## config.mk

```make
export PLATFORM = sky130hd
export DESIGN_NAME = stage12_rnd_sat
export DESIGN_NICKNAME = d
export VERILOG_FILES = /design/src/rtl/stage12_rnd_sat.sv
export SDC_FILE = /design/constraint.sdc
export NUM_CORES = 2
export LEC_CHECK = 0
export CAP_MARGIN = 30
export CORE_AREA = 2 2 606 608
export DETAILED_ROUTE_END_ITERATION = 6
export DIE_AREA = 0 0 608 610
export PLACE_DENSITY_LB_ADDON = 0.25
export SLEW_MARGIN = 40
export SYNTH_ARGS = -nofsm -noshare
export SYNTH_HDL_FRONTEND = slang
export SYNTH_SLANG_ARGS = --single-unit
```

## constraint.sdc

```tcl
create_clock -name clk -period 1.95 [get_ports clk]
set_input_delay 0.2925 -clock clk [delete_from_list [all_inputs] [get_ports clk]]
set_output_delay 0.2925 -clock clk [all_outputs]
set_load 0.02 [all_outputs]
```

## src/rtl/stage12_rnd_sat.sv

```systemverilog
// -----------------------------------------------------------------------------
// stage12_rnd_sat
//
// Round-and-saturate stage between the stage-1 twiddle multiplier and the
// stage-2 shift-register/butterfly of the 16-lane parallel FFT. Narrows the
// four 16-lane complex streams (sum re/im, diff re/im) from IN_WIDTH back to
// OUT_WIDTH. It also tracks the beat position inside a frame of
// BEATS_PER_FRAME valid beats and reports per-beat and per-frame clipping.
//
// Ports
//   clk              rising-edge clock
//   rstn             asynchronous active-low reset
//   twd_01_*         16 lanes x IN_WIDTH, lane i at bits [i*IN_WIDTH +: IN_WIDTH]
//   shift_02_valid   input beat valid (all 64 words sampled together)
//   stg02_*          16 lanes x OUT_WIDTH, lane i at bits [i*OUT_WIDTH +: OUT_WIDTH]
//   shift_03_valid   output beat valid, 2 cycles after shift_02_valid
//   frame_start      output beat is frame index 0
//   frame_end        output beat is frame index BEATS_PER_FRAME-1
//   sat_beat         any of the 64 words of the output beat clipped
//   frame_sat_cnt    clipped-beat count of the last completed frame
// -----------------------------------------------------------------------------
module stage12_rnd_sat #(
    parameter int IN_WIDTH        = 13,
    parameter int OUT_WIDTH       = 11,
    parameter int FRAC_DROP       = 1,
    parameter int BEATS_PER_FRAME = 32
) (
    input  logic                                   clk,
    input  logic                                   rstn,
    input  logic [16*IN_WIDTH-1:0]                 twd_01_sum_re,
    input  logic [16*IN_WIDTH-1:0]                 twd_01_sum_im,
    input  logic [16*IN_WIDTH-1:0]                 twd_01_diff_re,
    input  logic [16*IN_WIDTH-1:0]                 twd_01_diff_im,
    input  logic                                   shift_02_valid,
    output logic [16*OUT_WIDTH-1:0]                stg02_sum_re,
    output logic [16*OUT_WIDTH-1:0]                stg02_sum_im,
    output logic [16*OUT_WIDTH-1:0]                stg02_diff_re,
    output logic [16*OUT_WIDTH-1:0]                stg02_diff_im,
    output logic                                   shift_03_valid,
    output logic                                   frame_start,
    output logic                                   frame_end,
    output logic                                   sat_beat,
    output logic [$clog2(BEATS_PER_FRAME+1)-1:0]   frame_sat_cnt
);

    // Width after rounding: one guard bit for the rounding add, minus dropped LSBs.
    localparam int RW    = IN_WIDTH + 1 - FRAC_DROP;
    localparam int IDX_W = (BEATS_PER_FRAME > 1) ? $clog2(BEATS_PER_FRAME) : 1;
    localparam int CNT_W = $clog2(BEATS_PER_FRAME + 1);

    localparam logic [IDX_W-1:0]  LAST_IDX = IDX_W'(BEATS_PER_FRAME - 1);
    localparam logic [IN_WIDTH:0] HALF     = (IN_WIDTH + 1)'(1) << (FRAC_DROP - 1);

    // Add half an output LSB at IN_WIDTH+1 bits (no wrap), then arithmetic
    // shift: round half toward +infinity.
    function automatic logic [RW-1:0] round_word(input logic [IN_WIDTH-1:0] x);
        logic signed [IN_WIDTH:0] r;
        r = $signed({x[IN_WIDTH-1], x} + HALF);
        return RW'(r >>> FRAC_DROP);
    endfunction

    // Returns {clip, value}. The value fits when every bit from the MSB down
    // to the output sign bit agrees.
    function automatic logic [OUT_WIDTH:0] sat_word(input logic [RW-1:0] v);
        logic [RW-OUT_WIDTH:0] top;
        top = v[RW-1:OUT_WIDTH-1];
        if ((top == '0) || (top == '1)) begin
            return {1'b0, v[OUT_WIDTH-1:0]};
        end else if (v[RW-1]) begin
            return {1'b1, 1'b1, {(OUT_WIDTH-1){1'b0}}};
        end else begin
            return {1'b1, 1'b0, {(OUT_WIDTH-1){1'b1}}};
        end
    endfunction

    logic [16*IN_WIDTH-1:0]  in_ch [4];
    logic [16*RW-1:0]        rnd_p1_d [4];
    logic [16*RW-1:0]        rnd_p1_q [4];
    logic [16*OUT_WIDTH-1:0] sat_p2_d [4];
    logic [16*OUT_WIDTH-1:0] sat_p2_q [4];

    logic             vld_p1_q, vld_p2_q;
    logic [IDX_W-1:0] idx_p1_d, idx_p1_q;
    logic [IDX_W-1:0] idx_p2_d, idx_p2_q;
    logic             clip_p2_d, clip_p2_q;
    logic [IDX_W-1:0] beat_cnt_d, beat_cnt_q;
    logic [CNT_W-1:0] acc_d, acc_q;
    logic [CNT_W-1:0] frame_sat_cnt_d, frame_sat_cnt_q;

    assign in_ch[0] = twd_01_sum_re;
    assign in_ch[1] = twd_01_sum_im;
    assign in_ch[2] = twd_01_diff_re;
    assign in_ch[3] = twd_01_diff_im;

    // Beat counter: index of the beat currently on the input.
    always_comb begin
        beat_cnt_d = beat_cnt_q;
        if (shift_02_valid) begin
            beat_cnt_d = (beat_cnt_q == LAST_IDX) ? '0 : beat_cnt_q + 1'b1;
        end
    end

    // ---- stage A (p1): round ----
    always_comb begin
        idx_p1_d = shift_02_valid ? beat_cnt_q : idx_p1_q;
        for (int c = 0; c < 4; c++) begin
            rnd_p1_d[c] = rnd_p1_q[c];
            if (shift_02_valid) begin
                for (int l = 0; l < 16; l++) begin
                    rnd_p1_d[c][l*RW +: RW] = round_word(in_ch[c][l*IN_WIDTH +: IN_WIDTH]);
                end
            end
        end
    end

    // ---- stage B (p2): saturate ----
    always_comb begin
        logic [OUT_WIDTH:0] sw;
        logic               any_clip;
        sw        = '0;
        any_clip  = 1'b0;
        idx_p2_d  = vld_p1_q ? idx_p1_q : idx_p2_q;
        for (int c = 0; c < 4; c++) begin
            sat_p2_d[c] = sat_p2_q[c];
            for (int l = 0; l < 16; l++) begin
                sw = sat_word(rnd_p1_q[c][l*RW +: RW]);
                any_clip = any_clip | sw[OUT_WIDTH];
                if (vld_p1_q) begin
                    sat_p2_d[c][l*OUT_WIDTH +: OUT_WIDTH] = sw[OUT_WIDTH-1:0];
                end
            end
        end
        clip_p2_d = vld_p1_q ? any_clip : clip_p2_q;
    end

    // ---- output beat: framing and saturation statistics ----
    assign frame_start = vld_p2_q && (idx_p2_q == '0);
    assign frame_end   = vld_p2_q && (idx_p2_q == LAST_IDX);
    assign sat_beat    = vld_p2_q && clip_p2_q;

    always_comb begin
        acc_d           = acc_q;
        frame_sat_cnt_d = frame_sat_cnt_q;
        if (vld_p2_q) begin
            acc_d = frame_start ? CNT_W'(clip_p2_q) : acc_q + CNT_W'(clip_p2_q);
            // Publish the total including this last beat.
            if (frame_end) begin
                frame_sat_cnt_d = acc_d;
            end
        end
    end

    always_ff @(posedge clk or negedge rstn) begin
        if (!rstn) begin
            vld_p1_q        <= 1'b0;
            vld_p2_q        <= 1'b0;
            idx_p1_q        <= '0;
            idx_p2_q        <= '0;
            clip_p2_q       <= 1'b0;
            beat_cnt_q      <= '0;
            acc_q           <= '0;
            frame_sat_cnt_q <= '0;
            for (int c = 0; c < 4; c++) begin
                rnd_p1_q[c] <= '0;
                sat_p2_q[c] <= '0;
            end
        end else begin
            vld_p1_q        <= shift_02_valid;
            vld_p2_q        <= vld_p1_q;
            idx_p1_q        <= idx_p1_d;
            idx_p2_q        <= idx_p2_d;
            clip_p2_q       <= clip_p2_d;
            beat_cnt_q      <= beat_cnt_d;
            acc_q           <= acc_d;
            frame_sat_cnt_q <= frame_sat_cnt_d;
            for (int c = 0; c < 4; c++) begin
                rnd_p1_q[c] <= rnd_p1_d[c];
                sat_p2_q[c] <= sat_p2_d[c];
            end
        end
    end

    assign stg02_sum_re   = sat_p2_q[0];
    assign stg02_sum_im   = sat_p2_q[1];
    assign stg02_diff_re  = sat_p2_q[2];
    assign stg02_diff_im  = sat_p2_q[3];
    assign shift_03_valid = vld_p2_q;
    assign frame_sat_cnt  = frame_sat_cnt_q;

endmodule
```

==> After elaboration in Yosys (flattened, before gate mapping) <==
Index checks and enable logic that the tools add are counted.
Widths: inputs -> output; s select.
{ "totals": {"output_inout_bits": 714, "in_bits": 835, "wordCells": 474, "reg_bits": 1566} }
{ "classes": {"n_eq_ne": 66, "bitwise_logic": 63, "n_mux": 130, "n_reduce_logical": 133, "addsub": 66} }
{ "ops": {"columns": ["op", "n"], "rows": [
  ["$add 13x2->14 const B", 64],
  ["$mux 12", 64],
  ["$mux 11", 64],
  ["$eq 3x3->1 const B", 64],
  ["$logic_not 3->1", 64],
  ["$logic_or 1x1->1", 64],
  ["$or 1x1->1", 63],
  ["$eq 5x5->1 const B", 2],
  ["$add 6x1->6", 1],
  ["$mux 6", 1],
  ["$add 5x1->5 const B", 1],
  ["$logic_not 5->1", 1],
  ["$mux 5", 1],
  ["$logic_and 1x1->1", 3],
  ["$reduce_and 2->1", 1]
]} }

==> Longest topological paths before layout <==
{ "depth": {"word_depth": 66, "ltp_mapped": 6, "depth_no_buf": 6} }

==> Worst setup path after synthesis <==
Ideal clock, no wire load.
{ "synth_path": {"path_kind": "register -> register", "from": "register rnd_p1_q[649] in the netlist's numbering", "to": "register clip_p2_q", "stages_incl_launch_ff": 6, "path_buffers": 0, "slack_ns": 0.245, "arrival_ns": 1.579, "setup_ns": 0.126, "path_cell_list": "dfrtp_1 -> or3_1 -> a211oi_1 -> and4b_1 -> nand4_1 -> o32a_1"} }
{ "synth_between": {"elab_chain_cells": 66, "word_cells_on_any_way": 67, "classes_between": "eq/ne (1); mux (1); bitwise (63); reduce/logical (2)"} }
{ "synth_lines": {"columns": ["item", "line", "rtl"], "rows": [
  ["start: declaration", "78", "logic [16*RW-1:0] rnd_p1_q [4];"],
  ["start signal: indexed assignment", "177", "rnd_p1_q[c] <= rnd_p1_d[c];"],
  ["$eq 3x3->1 or $logic_not 3->1 (tied branches)", "67", "if ((top == '0) || (top == '1)) begin"],
  ["$logic_or 1x1->1 *", "67", null],
  ["$mux 12 *", "67", null],
  ["$or 1x1->1 * (63 in a row)", "127", "any_clip = any_clip | sw[OUT_WIDTH];"],
  ["end signal: assignment", "172", "clip_p2_q <= clip_p2_d;"],
  ["end: declaration", "85", "logic clip_p2_d, clip_p2_q;"]
]} }
Every way passes the cells marked *; elsewhere a longest branch is shown, timed or not.
A chain may end at the register's enable or synchronous reset.

==> Final worst setup path <==
{ "layout_path": {"from": "register rnd_p1_q[193] in the netlist's numbering", "to": "register clip_p2_q"} }
{ "layout_between": {"elab_chain_cells": 5, "word_cells_on_any_way": 6, "classes_between": "eq/ne (1); mux (1); bitwise (2); reduce/logical (2)"} }
{ "layout_lines": {"columns": ["item", "line"], "rows": [
  ["$eq 3x3->1 or $logic_not 3->1 (tied branches)", "67"],
  ["$logic_or 1x1->1 *", "67"],
  ["$mux 12 *", "67"],
  ["$or 1x1->1 * (2 in a row)", "127"]
]} }
Marked as above.

==> run summary <==
Delay-heaviest family, CP -> compound AO/OA/AOI/OAI gates
Measured slew at the worst slew-check pin -> 843.7 ps
Cell Area, Synth -> 84090 um^2
Fin. Hold Viols -> 0
Worst Path Max Fanout -> 3
Final design utilization -> 32.59%
Post-synthesis compound-gate area fraction -> 9.564%
Fmax -> 430.4 MHz
XOR/XNOR Fraction of Synth Area -> 7.364%
HP Class -> primary input to flip-flop
H-tree Lvls -> 4
Unrepaired setup endpoints after global routing -> yes
Pin count of the biggest net entering global routing -> 100
Sequential cell area -> 39220 um^2
Adder-cell share of the synthesized area -> 1.012%
Drc violations -> 0
Pre-CTS setup slack -> -1063 ps
Worst Path Arrival -> 3100 ps
Clock-pin slew on the worst setup and hold paths -> 60 ps
Number of synthesized flops with an enable pin -> 0
Overall Power -> 0.1087 W
Outcome -> finished, violations left
Endpoint, Worst Hold -> rnd_p1_q[597]
Total grt overflow -> 0
Simple-gate share of the synthesized area -> 21.93%
Inserted Clock Buffers -> 197
Crit. End Element -> flip-flop
Vias in the first global route -> 72540
Die Height -> 610 um
TritonCTS clock tree -> done
Share of cells above drive strength 1 -> 16.18%
Slew headroom -> 43.63%
# clock sinks -> 1566
Die footprint -> 370900 um^2
I/O Pins -> 1549
Syn Inst Count -> 9863
Antenna violations before repair -> 155
Hold path start -> twd_01_sum_im[181]
First-pass GRT wire length -> 534.4 mm
Drt pass-1 iters -> 6
Yosys warns -> 0
WL/cell -> 21.95 um
Skew final -> 75.54 ps
Min-Delay Path Depth -> 3
Multi-input logic area -> 42220 um^2
Routability Congestion -> 0.9470
Initial core utilization -> 23.07%
Core area -> 364400 um^2
Max rail drop VDD -> 0.6566 mV
Final min period -> 2323 ps
Post-synthesis register bit count -> 1566
Pwr dens -> 915.7 nW/um^2
Via Count -> 76400
Top-area cell type share of the netlist area -> 46.60%
FF-to-FF setup slack -> -370 ps
Rows -> 222
PnR worst setup slack -> -373.4 ps
Tcrit/Tclk final -> 119.1%
1st-iter DRT viols -> 5430
Root Driver -> clkbuf_16
Critical Path Source Type -> flip-flop
Final setup vio count -> 4
Placed cell areas -> 112100 um^2
CP Buf/Inv Count -> 1
Post-synthesis sequential area ratio -> 46.60%
Layout Nets -> 12960
Vias per Instance -> 4.466
Area leader, netlist -> dfrtp_1
Clock tree buffer depth -> 4
Failing checks -> negative setup slack
RR Endpoint -> clip_p2_q
IO buf count -> 1548
Slowest stage delay, CP -> 450 ps
Max-Cap Viols -> 0
Static Leak -> 49.24 nW
Asr flop ratio synth -> 100.0%
GRT Total Usage -> 19.67%
Syn avg cell area -> 8.526 um^2
Worst skew pair latency -> 920 ps
Multiplexer share of the synthesized area -> 10.11%
Width of the die -> 608 um
Synth Flop Type -> dfrtp_1
Post-DP HPWL -> 302.3 mm
Fillers -> 37980
Total Wirelength -> 375.6 mm
Crit path kind -> flip-flop to flip-flop
Fin. max-slew vios -> 0
Distinct cells, synth -> 50
Critical R2R Launch -> rnd_p1_q[193]
Area Growth Syn to Fin -> 41.22%
Routed Antenna Nets -> 0
Critical Path RT -> 2720 ps
Worst-path cell chain -> o21ba_4 -> a221o_1 -> nor4_2 -> buf_4 -> nand4_1 -> o32a_1
R2R depth -> 6
Synth area leaders -> dfrtp_1 (47%), nor2_1 (12%), mux2_1 (9.9%)
Setup TNS -> -1044 ps
Largest family of logic cells by synthesized area -> simple AND/OR/NAND/NOR gates
Final instance area -> 118800 um^2
CP max-delay cell -> dfrtp_1
Synth Net Count -> 10770
[worst max path at each step]
stage | startpoint | endpoint | slack, ps | cells past startpoint
floorplan | rnd_p1_q[649] | clip_p2_q | 250 | 5
global placement | rnd_p1_q[192] | clip_p2_q | -1520 | 5
detailed placement | rnd_p1_q[426] | clip_p2_q | -1060 | 6
CTS | rnd_p1_q[426] | clip_p2_q | -460 | 6
global route | idx_p2_q[3] | frame_start | -460 | 4
finish | rnd_p1_q[193] | clip_p2_q | -370 | 6
[worst reg2reg max path, delay by kind of cell, from the launching register on]
kind,cells,cell delay (ps)
AND/OR/NAND/NOR,2,520
buffers and inverters,1,170
flip-flops,1,450
AO/OA/AOI/OAI,3,1070
[stage by stage]
stage | std cells | hold WS [ps]
after global routing | 17080 | 57.93
after detailed placement | 16640 | 271.5
final | 17110 | 71.52
after global placement | 16640 | 263.2
after floorplan | 9863 | -3.091
after CTS | 17030 | 0.6902
[area by class of cell]
class | count | area share (%)
Sequential cell | 1566 | 33.02
Clock inverter | 85 | 0.9388
Clock buffer | 275 | 4.825
Tap cell | 4816 | 5.074
Antenna cell | 71 | 0.1496
Timing Repair Buffer | 2580 | 19.96
Multi-Input combinational cell | 7562 | 35.55
Inverter | 151 | 0.4773
[layout by cell type, fill, tap and decap left out, types with 99 or more instances in the layout]
cell type,n
a21oi_1,1314
and3_1,145
buf_12,99
buf_2,231
buf_4,938
clkbuf_16,202
clkdlybuf4s15_1,128
clkdlybuf4s15_2,310
clkdlybuf4s50_1,832
dfrtp_1,1546
inv_1,149
mux2_1,743
nand2_1,881
nand3_1,341
nor2_1,2768
nor3_1,100
o21ai_1,104
xnor2_1,410
xor2_1,297
[per-layer routing]
layer | GRT usage [%] | share of wire [%] | wire [um] | vias to the layer above
li1 | - | - | - | 37350
met1 | 24.33 | 42 | 157200 | 36480
met4 | 9.227 | 5.2 | 19590 | 46
met5 | 0 | 0.079 | 298 | -
met2 | 33.02 | 48 | 179500 | 1889
met3 | 3.637 | 5.1 | 19030 | 633
[where the power goes]
group | leakage (nW) | switching (W) | internal [W]
Sequential | 17.7 | 0.00354 | 0.0374
Combinational | 28.2 | 0.0169 | 0.0117
Clock | 3.38 | 0.0159 | 0.0233
[sequential cells by signal, summed over array words and instances (netlist names)]
| signal | count |
|---|---|
| acc_q | 6 |
| beat_cnt_q | 5 |
| clip_p2_q | 1 |
| frame_sat_cnt | 6 |
| idx_p1_q | 5 |
| idx_p2_q | 5 |
| rnd_p1_q | 832 |
| shift_03_valid | 1 |
| stg02_diff_im | 176 |
| stg02_diff_re | 176 |
| stg02_sum_im | 176 |
| stg02_sum_re | 176 |
| vld_p1_q | 1 |
[cell families (layout without fill, tap and decap cells)]
family | Yosys count | after routing
and+or+nand+nor | 4488 | 4488
DFF | 1566 | 1566
AOI/OAI and AO/OA | 1544 | 1544
muxes | 755 | 755
buffers and inverters | 735 | 3091
xor gates and xnor gates | 707 | 707
adders and majority gates | 68 | 68
other | 0 | 71
[cells in the mapped netlist, types with 2 or more instances]
cell type	instances
mux2i_1	2
nand3b_1	2
mux2_2	10
mux2_1	743
or3_1	49
clkbuf_1	478
and3_1	146
inv_1	150
o21ba_2	2
o21ai_1	104
buf_2	94
a2111oi_0	2
o21bai_1	4
or2_1	23
nor2b_1	2
and4_1	23
o31ai_1	3
nand3_1	343
dfrtp_1	1566
xnor2_1	410
nor2_1	2769
buf_1	12
nor4_1	15
o21ba_1	2
a221oi_1	2
o211ai_1	73
a21oi_1	1314
a21boi_0	4
o22ai_1	23
ha_1	68
nand4_1	71
nand2b_1	20
nor3_1	109
and2_1	33
nand2_1	881
xor2_1	297
[what timing repair did]
action,CTS,global route
cloned,0,0
hold buffers,20,0
buffers inserted,8,3
pin swaps,9,4
endpoints found under the setup margin,695,7
gates resized for setup,2370,7
hold endpoints to repair,1593,0
(Power assumes the default switching activity.)
